<file path="config.mk">
export PLATFORM = sky130hd
export DESIGN_NAME = btb_update_queue
export DESIGN_NICKNAME = d
export VERILOG_FILES = /design/src/rtl/btb_update_queue.sv
export SDC_FILE = /design/constraint.sdc
export NUM_CORES = 1
export LEC_CHECK = 0
export ABC_CLOCK_PERIOD_IN_PS = 3980
export CORE_MARGIN = 10
export CORE_UTILIZATION = 57
export CTS_BUF_LIST = sky130_fd_sc_hd__clkbuf_4 sky130_fd_sc_hd__clkbuf_8
export DETAILED_ROUTE_END_ITERATION = 6
export HOLD_SLACK_MARGIN = 0.05
export PLACE_DENSITY_LB_ADDON = 0.3
export SKIP_LAST_GASP = 1
export SYNTH_ARGS = -nofsm -noshare
export SYNTH_HDL_FRONTEND = slang
export SYNTH_SLANG_ARGS = --single-unit
</file>
<file path="constraint.sdc">
create_clock -name clk -period 3.98 [get_ports clk]
set_clock_uncertainty 0.2 [all_clocks]
set_input_delay 0.796 -clock clk [delete_from_list [all_inputs] [get_ports clk]]
set_output_delay 0.796 -clock clk [all_outputs]
set_load 0.01 [all_outputs]
</file>
<file path="src/rtl/btb_update_queue.sv">
// BTB update queue: filters resolved branches that need a BTB write and retires them in FIFO order.
// Optional build macro BTB_UPDQ_COALESCE_EN merges a new record into the youngest queued entry with the same index.
module btb_update_queue #(
    parameter int INDEX_BITS = 6,
    parameter int TAG_BITS   = 20,
    parameter int PTR_BITS   = 2
) (
    input  logic                  clk,
    input  logic                  reset,
    input  logic                  res_valid,
    input  logic [31:0]           res_pc,
    input  logic                  res_taken,
    input  logic [31:0]           res_target,
    input  logic                  res_pred_hit,
    input  logic [31:0]           res_pred_target,
    output logic                  res_ready,
    input  logic                  upd_hold,
    output logic                  update_en,
    output logic [INDEX_BITS-1:0] update_index,
    output logic [TAG_BITS-1:0]   update_tag,
    output logic [31:0]           update_target,
    output logic [PTR_BITS:0]     count
);

    localparam int DEPTH = 1 << PTR_BITS;
    localparam logic [PTR_BITS:0] DEPTH_C = (PTR_BITS + 1)'(DEPTH);

    typedef struct packed {
        logic [INDEX_BITS-1:0] index;
        logic [TAG_BITS-1:0]   tag;
        logic [31:0]           target;
    } entry_t;

    entry_t                slot_q [DEPTH];
    entry_t                slot_d [DEPTH];
    logic [PTR_BITS-1:0]   wr_ptr_q, wr_ptr_d;
    logic [PTR_BITS-1:0]   rd_ptr_q, rd_ptr_d;
    logic [PTR_BITS:0]     count_q, count_d;

    entry_t                new_entry;
    logic                  need, accept, pop, push, merge, hit;
    logic [PTR_BITS-1:0]   hit_slot, scan_slot;
    logic                  unused_pc;

    // Only some PC bits form index/tag; the rest are intentionally ignored.
    assign unused_pc = ^res_pc;

    assign res_ready     = (count_q != DEPTH_C);
    assign update_en     = (count_q != '0) && !upd_hold;
    assign update_index  = slot_q[rd_ptr_q].index;
    assign update_tag    = slot_q[rd_ptr_q].tag;
    assign update_target = slot_q[rd_ptr_q].target;
    assign count         = count_q;

    always_comb begin
        // NOTE: every combinational output gets a default first so no path leaves it unassigned (no latch).
        new_entry = '{index:  res_pc[INDEX_BITS+1:2],
                      tag:    res_pc[31:32-TAG_BITS],
                      target: res_target};
        need      = res_taken && (!res_pred_hit || (res_pred_target != res_target));
        accept    = res_valid && res_ready;
        pop       = update_en;
        hit       = 1'b0;
        hit_slot  = '0;
        scan_slot = '0;
`ifdef BTB_UPDQ_COALESCE_EN
        // Scan oldest to youngest so the last match wins; a head that pops this cycle is skipped.
        for (int k = 0; k < DEPTH; k++) begin
            scan_slot = rd_ptr_q + PTR_BITS'(k);
            if (((PTR_BITS + 1)'(k) < count_q) && !(k == 0 && pop) &&
                (slot_q[scan_slot].index == new_entry.index)) begin
                hit      = 1'b1;
                hit_slot = scan_slot;
            end
        end
`endif
        push  = accept && need && !hit;
        merge = accept && need && hit;

        slot_d = slot_q;
        if (merge) begin
            slot_d[hit_slot].tag    = new_entry.tag;
            slot_d[hit_slot].target = new_entry.target;
        end
        if (push) begin
            slot_d[wr_ptr_q] = new_entry;
        end

        wr_ptr_d = push ? wr_ptr_q + 1'b1 : wr_ptr_q;
        rd_ptr_d = pop  ? rd_ptr_q + 1'b1 : rd_ptr_q;
        count_d  = count_q + (PTR_BITS + 1)'(push) - (PTR_BITS + 1)'(pop);
    end

    always_ff @(posedge clk) begin
        if (reset) begin
            // NOTE: slots are cleared on reset because update_* expose the head slot and must read zero.
            for (int i = 0; i < DEPTH; i++) begin
                slot_q[i] <= '0;
            end
            wr_ptr_q <= '0;
            rd_ptr_q <= '0;
            count_q  <= '0;
        end else begin
            // NOTE: non-blocking assignments keep every register updating from pre-edge values.
            slot_q   <= slot_d;
            wr_ptr_q <= wr_ptr_d;
            rd_ptr_q <= rd_ptr_d;
            count_q  <= count_d;
        end
    end

endmodule
</file>
# Yosys cells after proc, flatten, opt, wreduce, memory -nomap -nowiden
# Index checks and enable logic that the tools add are counted.
[word_totals]
regBits = 239
input_bits = 102
mem_bits_rw = 0
rom_bits = 0
latchBits = 0
memories = 0
[classes]
n_reduce_logical = 9
eq_ne = 2
n_lt_le_gt_ge = 3
shifts = 0
add_sub_neg = 4
bitwise = 2
mul = 0
mux = 6
div_mod_pow = 0
[ops]
columns = ["cell", "count"]
rows = [
  ["232-bit bitwise mux", 1],
  ["58-bit 2-to-1 mux", 3],
  ["58-bit binary-select mux with 2-bit select", 1],
  ["58-bit demux with 2-bit select", 1],
  ["32-bit inequality test", 1],
  ["3-bit greater-or-equal comparator, second input constant", 2],
  ["2-bit inverter with 3-bit output", 2],
  ["1-bit logical AND", 5],
  ["2-bit by 1-bit adder with 2-bit output, second input constant", 2],
  ["3-bit by 1-bit adder with 3-bit output", 1],
  ["3-bit by 1-bit less-than comparator with 1-bit output, second input constant", 1],
  ["3-bit inequality test, second input constant", 1],
  ["3-bit nonzero test", 1],
  ["3-bit by 1-bit subtractor with 3-bit output", 1],
  ["1-bit zero test", 2],
  ["1-bit logical OR", 1],
]

# Longest topological paths before layout
[logic_depth]
word_depth = 6
ltp_mapped = 14
ltp_nobuf = 14

# Least setup slack after synthesis
# No wires, ideal clock.
[synth_timing]
path_kind = "input -> register"
from = "in res_target[20]"
to = "reg count_q[2], in the netlist count[2]"
required_ns = 3.654
arrival_time_ns = 2.937
slack_ns = 0.717
setup_ns = 0.126
path_stages = 14
path_cell_list = "xnor2_1 nand4_1 nor4_1 nand3_2 and2_1 inv_1 ha_1 inv_1 ha_1 inv_1 fa_1 xor2_1 xnor2_1 nor2_1"
[synth_between]
elab_chain_len = 6
[synth_lines]
columns = ["item", "line", "text"]
rows = [
  ["from (decl)", "13", "input logic [31:0] res_target,"],
  ["32-bit inequality test", "60", "need = res_taken && (!res_pred_hit || (res_pred_target != res_target));"],
  ["1-bit logical OR", "60", ""],
  ["1-bit logical AND", "60", ""],
  ["1-bit logical AND", "--", ""],
  ["3-bit by 1-bit adder with 3-bit output", "91", "count_d = count_q + (PTR_BITS + 1)'(push) - (PTR_BITS + 1)'(pop);"],
  ["3-bit by 1-bit subtractor with 3-bit output", "91", ""],
  ["to (signal assigned)", "108", "count_q <= count_d;"],
  ["to (decl)", "38", "logic [PTR_BITS:0] count_q, count_d;"],
]
# Every way passes these cells.
# A chain may end at the register's enable or synchronous reset.

# Worst setup path after layout
[layout_timing]
from = "in res_target[6]"
to = "reg count_q[2], in the netlist count[2]"
# The elaborated chain is that of the path after synthesis.

==> impl_table.tex <==
\begin{tabular}{lr}
\hline
Metric & Value \\
\hline
\multicolumn{2}{l}{\textbf{Timing}} \\
\quad Highest clock rate & 279 MHz \\
\quad Worst Hold Slack & between 0.2 and 0.3 ns \\
\quad Number of failing hold endpoints at the final stage & 0 \\
\quad Smallest setup slack after layout & 0.396 ns \\
\quad Setup repair after global routing missed its margin & no \\
\quad Period minus WS final & 3.58 ns \\
\quad Relative slew slack & between 40 and 50\% \\
\quad Number of setup violations in the final report & 0 \\
\quad Final worst-path cycle share & 90.1\% \\
\quad Max Transition Viols Final & 0 \\
\quad Transition time of the tightest slew-check pin & 0.778 ns \\
\multicolumn{2}{l}{\textbf{Route}} \\
\quad Final WL & 25,800 um \\
\quad Antenna violation net count after detailed routing & 0 \\
\quad 1st-iter DRT viols & 430 \\
\quad Via count & approximately 7,600 \\
\quad Routed length per placed instance & 18.1 um \\
\quad Vias per std cell & 5.32 \\
\quad Number of iterations in the first detailed-routing pass & 4 \\
\quad Post-detailed-route DRC marker count & 0 \\
\multicolumn{2}{l}{\textbf{Layout}} \\
\quad FILL cells & around 1,300 \\
\quad Layout Nets & approximately 1,200 \\
\quad Fraction of layout instances using a drive strength above 1 & 14.1\% \\
\quad Most common cell after layout, fill and taps aside & sky130\_fd\_sc\_hd\_\_nand2b\_1 \\
\quad Top library cells by usage in the layout, fill and taps aside & sky130\_fd\_sc\_hd\_\_nand2b\_1 (291), sky130\_fd\_sc\_hd\_\_dfxtp\_1 (237), sky130\_fd\_sc\_hd\_\_mux2i\_1 (232) \\
\quad Area growth from synthesis to layout & 24.6\% \\
\quad Area taken by multi-input logic gates & 6100 um2 \\
\quad Antenna cells & 0 \\
\quad Reg area & 4790 um2 \\
\multicolumn{2}{l}{\textbf{Die}} \\
\quad Die X-Extent & 161 um \\
\quad Number of placement rows & 51 \\
\quad DIE AREA & 25,800 um2 \\
\quad Vert. Die Dim & 161 um \\
\quad I/O pins & roughly 170 \\
\quad Starting density of the core & 58.0\% \\
\quad Core Area & 19,500 um2 \\
\multicolumn{2}{l}{\textbf{Global route}} \\
\quad Overall track demand over capacity in global routing & between 10\% and 20\% \\
\quad Initial antenna violation count & 0 \\
\quad Vias in the first global route & 8,228 \\
\quad Total congestion overflow & 0 \\
\quad Global-route wire length before repair & 42,100 um \\
\quad Maximum number of pins on one net before global-route repair & 136 \\
\multicolumn{2}{l}{\textbf{Yosys}} \\
\quad Post-Synthesis Net Count & about 1,100 \\
\quad Distinct cell type count of the synthesized netlist & 28 \\
\quad Count of mapped cells out of synthesis & 979 \\
\quad Seq/Total Area, Yosys & between 40\% and 50\% \\
\quad Ys Warns & 0 \\
\quad Total standard cell area after synthesis & $\sim$11,000 um2 \\
\quad Mean Syn Cell Area & 11.5 um2 \\
\quad Seq cells post-synth & $\sim$240 \\
\multicolumn{2}{l}{\textbf{Worst setup path}} \\
\quad Critical-path cell with the highest stage delay & sky130\_fd\_sc\_hd\_\_clkdlybuf4s50\_1 \\
\quad Type of element capturing the critical path & flip-flop \\
\quad Critical setup path kind & in -> reg \\
\quad Data required time of the critical path & 4.19 ns \\
\quad Most repeated library cell on the critical path & sky130\_fd\_sc\_hd\_\_inv\_1 \\
\quad Sort of element at the start of the critical path & input port \\
\quad Critical path arrival & 3.80 ns \\
\quad Critical Path Max Stage Delay & 0.43 ns \\
\quad CP cell instances & clkdlybuf4s50\_1 -> xnor2\_1 -> nand4\_1 -> nor4\_1 -> buf\_4 -> nand3\_2 -> and2\_1 -> inv\_1 -> ha\_1 -> inv\_1 -> ha\_1 -> inv\_1 -> fa\_1 -> xor2\_1 -> xnor2\_1 -> nor2\_1 \\
\quad Maximum fanout along the worst path & 2 \\
\multicolumn{2}{l}{\textbf{Clocking}} \\
\quad Number of buffers inserted during clock tree synthesis & 39 \\
\quad Clock latency of the later-clocked register in the worst-skew pair & 0.52 ns \\
\quad Quantity of gates resized following cts & 0 \\
\quad Clock edge transition at the registers on the reported setup and hold paths & 0.06 ns \\
\quad CTS tree & done \\
\quad Quantity of hold-fixing buffers added after cts & 0 \\
\quad Num Clock Sinks & 239 \\
\quad Worst-case clock buffer depth & 3 \\
\quad Buffer count from post-CTS setup fixing & 0 \\
\quad H-Tree Depth & 2 \\
\quad Clock tree root buffer cell & sky130\_fd\_sc\_hd\_\_clkbuf\_8 \\
\multicolumn{2}{l}{\textbf{Pwr}} \\
\quad Largest vdd supply drop & about 0.37 mV \\
\quad Pwr/cell area & 431 nW/um2 \\
\quad Leakage & approximately 0.0059 uW \\
\multicolumn{2}{l}{\textbf{Placement}} \\
\quad Placer congestion estimate & between 0.7 and 0.8 \\
\quad Count of input and output buffers & between 150 and 200 \\
\quad Minimum setup slack after placement & -0.114 ns \\
\quad Placed wire-length estimate & 17,000 um \\
\multicolumn{2}{l}{\textbf{Run}} \\
\quad Count of maximum capacitance violations & 0 \\
\multicolumn{2}{l}{\textbf{Outcome}} \\
\quad Run status & finished, final reports clean \\
\multicolumn{2}{l}{\textbf{Worst hold path}} \\
\quad Worst hold path class & reg -> reg \\
\hline
\end{tabular}
state kept, by name, summed over array words and instances (netlist names):
signal and count:
wr_ptr_q 2, rd_ptr_q 2, count 3, slot_q 232
path summary, 6_finish.rpt:
check | from | endpoint | slack, ns | cells after the start
min | slot_q[142]$_SDFFE_PP0P_ | slot_q[142]$_SDFFE_PP0P_ | 0.27 | 2
max reg2reg | count[1]$_SDFF_PP0_ | count[2]$_SDFF_PP0_ | 1.14 | 13
max | res_target[6] | count[2]$_SDFF_PP0_ | 0.40 | 16
min reg2reg | slot_q[142]$_SDFFE_PP0P_ | slot_q[142]$_SDFFE_PP0P_ | 0.27 | 2
power by group:
part	switching (uW)	internal, uW	leakage [uW]	total [uW]
logic	504	691	0.00355	1190
clock network	925	1310	0.000441	2230
registers	144	2500	0.00193	2640
layer usage:
layer | routed length, um | GRT usage [%] | vias to the layer above
met4 | 422 | 6.16 | 0
li1 | - | - | 3675
met5 | 0 | 0 | -
met2 | 12600 | 32.4 | 153
met3 | 1220 | 4.88 | 32
met1 | 11600 | 24.8 | 3732
cell usage after synthesis:
cell type / instances / area, um2
sky130_fd_sc_hd__nand2_1: 5 / 18.8
sky130_fd_sc_hd__clkbuf_1: 42 / 158
sky130_fd_sc_hd__mux4_2: 58 / 1310
sky130_fd_sc_hd__fa_1: 1 / 20.0
sky130_fd_sc_hd__xnor2_1: 31 / 272
sky130_fd_sc_hd__ha_1: 6 / 75.1
sky130_fd_sc_hd__buf_4: 9 / 67.6
sky130_fd_sc_hd__nor2_1: 7 / 26.3
sky130_fd_sc_hd__nor2b_1: 1 / 6.26
sky130_fd_sc_hd__o31ai_1: 1 / 7.51
sky130_fd_sc_hd__nand2b_1: 291 / 1820
sky130_fd_sc_hd__and2_1: 7 / 43.8
sky130_fd_sc_hd__dfxtp_1: 239 / 4780
sky130_fd_sc_hd__xor2_1: 5 / 43.8
sky130_fd_sc_hd__mux2i_1: 232 / 2320
sky130_fd_sc_hd__buf_1: 4 / 15.0
sky130_fd_sc_hd__nand2_2: 1 / 6.26
sky130_fd_sc_hd__nand4_1: 7 / 43.8
sky130_fd_sc_hd__buf_6: 13 / 146
sky130_fd_sc_hd__nor4_1: 2 / 12.5
sky130_fd_sc_hd__o21ai_0: 1 / 5.00
sky130_fd_sc_hd__nand4b_1: 1 / 8.76
sky130_fd_sc_hd__nand3_1: 1 / 5.00
sky130_fd_sc_hd__inv_1: 5 / 18.8
sky130_fd_sc_hd__nor3_1: 2 / 10.0
sky130_fd_sc_hd__nand3_2: 2 / 20.0
sky130_fd_sc_hd__and3_1: 1 / 6.26
sky130_fd_sc_hd__buf_2: 4 / 20.0
cells by family (layout without fill, tap and decap cells):
group | count (synthesis) | count (layout) | share of synthesized area, %
DFF | 239 | 239 | 42.4
and+or+nand+nor | 328 | 328 | 18.0
adders and majority gates | 7 | 7 | 0.842
AOI/OAI and AO/OA | 2 | 2 | 0.111
xor gates and xnor gates | 36 | 36 | 2.79
buffers and inverters | 77 | 261 | 3.77
muxes | 290 | 290 | 32.1
per-stage QoR:
stage	instance area [um2]	TNS [ns]	utilization, %	std cells	total power, uW
6_report	14100	0	72.3	1428	6070
2_1_floorplan	11300	0	-	979	3370
3_3_place_gp	13200	-0.0526	68.0	1362	3880
4_1_cts	14100	0	72.3	1428	6130
5_1_grt	14100	0	72.3	1428	6330
3_5_place_dp	13200	-0.114	68.0	1362	3900
critical path: cells and delay by family:
kind                     cells  cell delay, ns
XOR/XNOR                     3            0.52
adder cells (fa/ha/maj)      3            0.74
buffers and inverters        5            0.80
AND/OR/NAND/NOR              5            0.93
area by class of cell:
class                   count  share of cell area [%]
multi-input cells         663                    43.4
well taps                 265                    2.36
inverters                   5                   0.133
clock inverters             3                   0.285
clock buffers              63                    5.59
flip-flops and latches    239                    34.1
repair buffers            190                    14.2
Power figures use the tool's default switching activity.
==> RTL change 1: new RTL, same flow settings <==
The parameter `INDEX_BITS` goes from 6 to 7.
--- a/src/rtl/btb_update_queue.sv
+++ b/src/rtl/btb_update_queue.sv
@@ -3,3 +3,3 @@
 module btb_update_queue #(
-    parameter int INDEX_BITS = 6,
+    parameter int INDEX_BITS = 7,
     parameter int TAG_BITS   = 20,
Ports: changed (resized update_index); port bits go from 165 to 166. No check against the original RTL was run, so the function may have changed too.
==> RTL change 1 against the original RTL <==
Sequential share of layout area is essentially flat. Total power grew 1.1%. Sequential cell count grew 4. Setup slack lost 270 ps. Routed wire length grew 29%. Design area grew 1.6%. Global-route usage grew 5.0 points. Area after synthesis grew 0.89%. Largest power group unchanged. Highest routed layer unchanged.
==> RTL change 1: results (changes against the original RTL) <==
[synthesis]
synth.cells.most_frequent=dfxtp_1 (243), nand3_1 (178), a21oi_1 (177), o21ai_0 (177), nand2b_1 (121)  ; was nand2b_1 (291), dfxtp_1 (239), mux2i_1 (232), mux4_2 (58), clkbuf_1 (42)
syn_inst=1228  ; was 979
synth_nets=1337  ; was 1088
yosys-top-cells-area=dfxtp_1 (43%), mux4_2 (12%), nand3_1 (7.8%)  ; was dfxtp_1 (42%), mux2i_1 (21%), nand2b_1 (16%)
ys.warnings.count=0  ; unchanged
yosys.cell_types.count=31  ; was 28
synthArstFlopShare=0  ; unchanged
synth.yosys.seq_area_share=0.427  ; was 0.424
synth-main-ff-cell=dfxtp_1  ; unchanged

[placement]
place.gp.congestion=0.780  ; was 0.721
number_of_input_and_output_port_buffers_inserted=160  ; was 158
placedCellCount=1591  ; was 1362
setup_slack_placement_ps=-862  ; was -114 ps
post_dp_hpwl_um=20400  ; was 17000 um

[cts]
cts.clk_slew.worst_paths_ps=60  ; about the same
insertion_delay_ps=530
tritoncts.num_buffers=41  ; was 39
post_cts_buffers=0  ; unchanged
htreeDepth=2  ; unchanged

[worst_setup_path]
timing.critical_path.slowest_stage_cell=or4_4  ; was clkdlybuf4s50_1
cpPeakStageDelay_ps=560  ; was 430 ps
worstPathMaxFanout=2  ; unchanged
critPathArrivalTime_ps=4070  ; was 3800 ps
cp-start-kind=input port  ; unchanged

[detailed_routing]
num_vias=10225  ; was 7592
drt-pass1-iter-count=5  ; was 4
via_per_inst=6.16  ; was 5.32
wire_per_inst_um=20.1  ; was 18.1 um
first_iter_violations=1094  ; was 430

[power]
p_leak_nw=5.18  ; was 5.93 nW
switching_share=0.277  ; was 0.259
vdd_ir_drop_max_uv=255  ; was 371 uV

[finish]
final_nets=1478  ; was 1247
regMostFlops=slot_q  ; unchanged
layout_cells_sized_above_1=0.151  ; was 0.141
largest_register_ff_count=236  ; was 232

[grt]
grt_antenna_before_repair=1  ; was 0
grt_usage=0.247  ; was 0.197
largest_net_degree_at_the_start_of_global_routing=118  ; was 136
grt_first_pass_wirelength_um=53400  ; was 42100 um

[sta]
worst_pin_slew_ps=801  ; was 778 ps

[run_status]
run_status=complete, no violations  ; unchanged

## RTL change 1: cell count changes in the layout (fill, tap and decap cells not counted), sizes merged, moves of 3 or more
cell / before / now
nor4: 2 / 8
buf: 33 / 70
nand2: 6 / 3
a21oi: 0 / 177
xnor2: 31 / 6
nand3: 3 / 179
and4: 0 / 3
o21ai: 1 / 177
dlymetal6s2s: 0 / 3
mux2i: 232 / 60
and2: 7 / 1
dfxtp: 239 / 243
nand2b: 291 / 121
xor2: 5 / 29
## RTL change 1: power groups by stage
stage	Combinational, W	Clock [W]	Sequential, W
floorplan	0.000725	0	0.00263
global placement	0.00119	0	0.00272
detailed placement	0.00122	0	0.00273
CTS	0.00123	0.00225	0.00267
global route	0.00132	0.00235	0.00269
finish	0.00123	0.00223	0.00268
## RTL change 1: path summary, 6_finish.rpt
kind,start,endpoint,slack (ps),cells past startpoint
hold / removal,slot_q[114],slot_q[114],270,2
hold reg to reg,slot_q[114],slot_q[114],270,2
setup / recovery,res_pred_target[4],count[2],130,15
setup reg to reg,count[1],count[2],1110,13
## RTL change 1: cell type report
class | count | area (sq um)
clock buffers | 64 | 793
multi-input cells | 849 | 6020
repair buffers | 229 | 2230
inverters | 5 | 18.8
fillers | 1466 | 5300
clock inverters | 4 | 22.5
flip-flops and latches | 243 | 4870
well taps | 265 | 332
diodes | 2 | 5.00
## RTL change 1: worst max-delay path: cells and delay by family
kind                       cells  cell delay, ps
buffers and inverters          4             600
and+or+nand+nor                5            1500
xor gates and xnor gates       3             460
adders and majority gates      3             700
## RTL change 1: per-layer routing
| metal | GRT usage | part of all wire | up-vias |
|---|---|---|---|
| met2 | 0.412 | 0.49 | 505 |
| met4 | 0.0926 | 0.024 | 0 |
| met1 | 0.307 | 0.39 | 4957 |
| li1 | - | - | 4702 |
| met5 | 0 | 0 | - |
| met3 | 0.0524 | 0.090 | 61 |
## RTL change 1: cell families (layout without fill, tap and decap cells)
group                    Yosys count  in the layout  share of synthesized area
AO/OA/AOI/OAI                    354            354                      0.156
AND/OR/NAND/NOR                  333            333                      0.162
flip-flops                       243            243                      0.427
buffers and inverters            136            302                     0.0492
multiplexers                     120            120                      0.170
XOR/XNOR                          35             35                     0.0269
adder cells (fa/ha/maj)            7              7                    0.00835
other                              0              2                          0
## RTL change 1: through the flow
step	setup TNS, ps	cell area, sq um	power (W)
CTS	0	14300	0.00615
detailed placement	-47440	13400	0.00394
floorplan	0	11400	0.00336
global route	0	14300	0.00636
finish	0	14300	0.00614
global placement	-32440	13400	0.00392
## RTL change 1: what timing repair did
action	4_1_cts	5_1_grt
endpoints found under the hold margin	0	0
pin swaps	1	4
resized for setup	3	5
setup endpoints to repair	2	1
hold buffers	0	0
==> RTL change 2: new RTL, same flow settings <==
Without the edit above. Register the output `count` once more, without a reset; this adds one clock of latency there. The other outputs are not delayed to match.
--- a/src/rtl/btb_update_queue.sv
+++ b/src/rtl/btb_update_queue.sv
@@ -52,3 +52,5 @@
     assign update_target = slot_q[rd_ptr_q].target;
-    assign count         = count_q;
+    always_ff @(posedge clk) begin
+        count <= count_q;
+    end
 
Check against the original RTL: not equivalent (a bounded check fails within 4 cycles, from zero or initial values and one cycle with reset high).
==> RTL change 2 against the original RTL <==
Synthesized cell count up 0.10%. Count of clock-buffer cells in the layout up 8. Global-route usage down 0.16 points. Area after synthesis up 0.45%. Routed wire length down 0.14%. Design area up 0.60%. Sequential power up 2%. Sequential cell count up 3. Sequential share of layout area up 0.22 points. Die area up 0.40%. Total power up 1.7%. Largest power group unchanged. Clock power up 4%. Setup slack better by 62 ps. Critical endpoint is now update_tag[0].
==> RTL change 2: results (changes against the original RTL) <==
[cts]
tritoncts.num_buffers=41  ; was 39
htreeDepth=2  ; unchanged
ctsResizeCount=0  ; unchanged
insertion_delay_ps=530

[finish]
final.fill_count=1452  ; was 1344
num-multi-input-gates=661  ; was 663
number_of_antenna_diodes=0  ; unchanged
clock_buffer_count=71  ; was 63
layout_cells_sized_above_1=0.146  ; was 0.141
area_share_clock_buf_inv=0.0622  ; was 0.0587
buf_share=0.139  ; was 0.142
multi_input_area_share=0.431  ; was 0.434
num-nonclk-buffers=190  ; unchanged
largest_registers=slot_q (232), count (3), count_q (3)
area.sequential_sq_um=4850  ; was 4790 sq um
final_nets=1250  ; was 1247

[placement]
placedCellCount=1363  ; was 1362
place.gp.congestion=0.764  ; was 0.721
post_dp_hpwl_um=17100  ; was 17000 um

[detailed_routing]
num_vias=7602  ; was 7592
routed_wl_um=25800  ; about the same
drt-pass1-iter-count=4  ; unchanged
sum_of_met2_wire_segment_lengths_after_detailed_routing_um=12900  ; was 12600 um
met3_wirelength_um=1240  ; was 1220 um
first_iter_violations=327  ; was 430
drt-met1-wl_um=10900  ; was 11600 um
via_per_inst=5.29  ; was 5.32

[grt]
number_of_global_route_vias_before_repair=8188  ; was 8228
grt_antenna_before_repair=0  ; unchanged
use_met3=0.0432  ; was 0.0488
gr-usage-met1=0.234  ; was 0.248
grt_first_pass_wirelength_um=41800  ; was 42100 um
grt_util_met2=0.336  ; was 0.324
grt_usage=0.195  ; was 0.197

[synthesis]
yosys.cell_types.count=27  ; was 28
yosys-top-cells-area=dfxtp_1 (43%), mux2i_1 (20%), nand2b_1 (16%)  ; was dfxtp_1 (42%), mux2i_1 (21%), nand2b_1 (16%)
syn-mean-instance-area_sq_um=11.6  ; was 11.5 sq um
ys.warnings.count=0  ; unchanged
synthArstFlopShare=0  ; unchanged
synth_fa_ha_area_frac=0.00838  ; was 0.00842
postSynthRegisterBits=242  ; was 239
synth.cells.most_frequent=nand2b_1 (291), dfxtp_1 (242), mux2i_1 (232), mux4_2 (58), clkbuf_1 (38)  ; was nand2b_1 (291), dfxtp_1 (239), mux2i_1 (232), mux4_2 (58), clkbuf_1 (42)
synth.yosys.seq_area_share=0.427  ; was 0.424
synth_compound_area_frac=0.00110  ; was 0.00111
muxShareOfSynthArea=0.320  ; was 0.321
synthXorXnorAreaFrac=0.0278  ; was 0.0279
synth_nets=1089  ; was 1088

[power]
vdd_ir_drop_max_uv=447  ; was 371 uV
p_leak_nw=5.95  ; was 5.93 nW

[worst_setup_path]
critPathArrivalTime_ps=2530  ; was 3800 ps
worstPathMaxFanout=23  ; was 2

[run_status]
run_status=complete, no violations  ; unchanged

[sta]
rel_slew_slack=0.508  ; was 0.481

[min_path]
timing.hold.worst.class=reg2reg  ; unchanged

==> RTL change 2: changes by cell type after synthesis, sizes merged <==
cell    unedited run  this run
buf               30        34
and2               7         5
nand2              6         5
clkbuf            42        38
dfxtp            239       242
nand3              3         4
==> RTL change 2: report_power, final <==
| part | internal, W | switching [W] | total [W] |
|---|---|---|---|
| Clock | 0.00135 | 0.000965 | 0.00231 |
| Sequential | 0.00254 | 0.000154 | 0.00269 |
| Combinational | 0.000681 | 0.000486 | 0.00117 |
| Total | 0.00457 | 0.00160 | 0.00617 |
==> RTL change 2: worst paths after layout <==
check	startpoint	to	slack [ps]	depth (start not counted)
worst max-delay path	rd_ptr_q[1]	update_tag[0]	460	3
worst min-delay path	count_q[0]	count[0]	200	0
worst max register to register	count_q[1]	count_q[2]	1430	13
worst min register to register	count_q[0]	count[0]	200	0
==> RTL change 2: worst max-delay path, cell delays in order, from the launching register on <==
cell	delay, ps
dfxtp_4	650
buf_12	260
mux4_2	570
clkdlybuf4s50_1	510
==> RTL change 2: kinds of logic (layout without fill, tap and decap cells) <==
group	after synthesis	count (layout)
AO/OA/AOI/OAI	2	2
flip-flops	242	242
multiplexers	290	290
XOR/XNOR	36	36
adder cells (fa/ha/maj)	7	7
buffers and inverters	77	270
AND/OR/NAND/NOR	326	326
==> RTL change 2: through the flow <==
| stage | hold WS (ps) | worst slack [ps] | cell area [sq um] | util | power (W) |
|---|---|---|---|---|---|
| after CTS | 199 | 395 | 14200 | 0.725 | 0.00624 |
| after global routing | 208 | 307 | 14200 | 0.725 | 0.00645 |
| after global placement | 191 | -155 | 13300 | 0.680 | 0.00391 |
| final | 197 | 458 | 14200 | 0.725 | 0.00617 |
| after detailed placement | 188 | -58.6 | 13300 | 0.680 | 0.00392 |
| after floorplan | 168 | 724 | 11300 | - | 0.00341 |
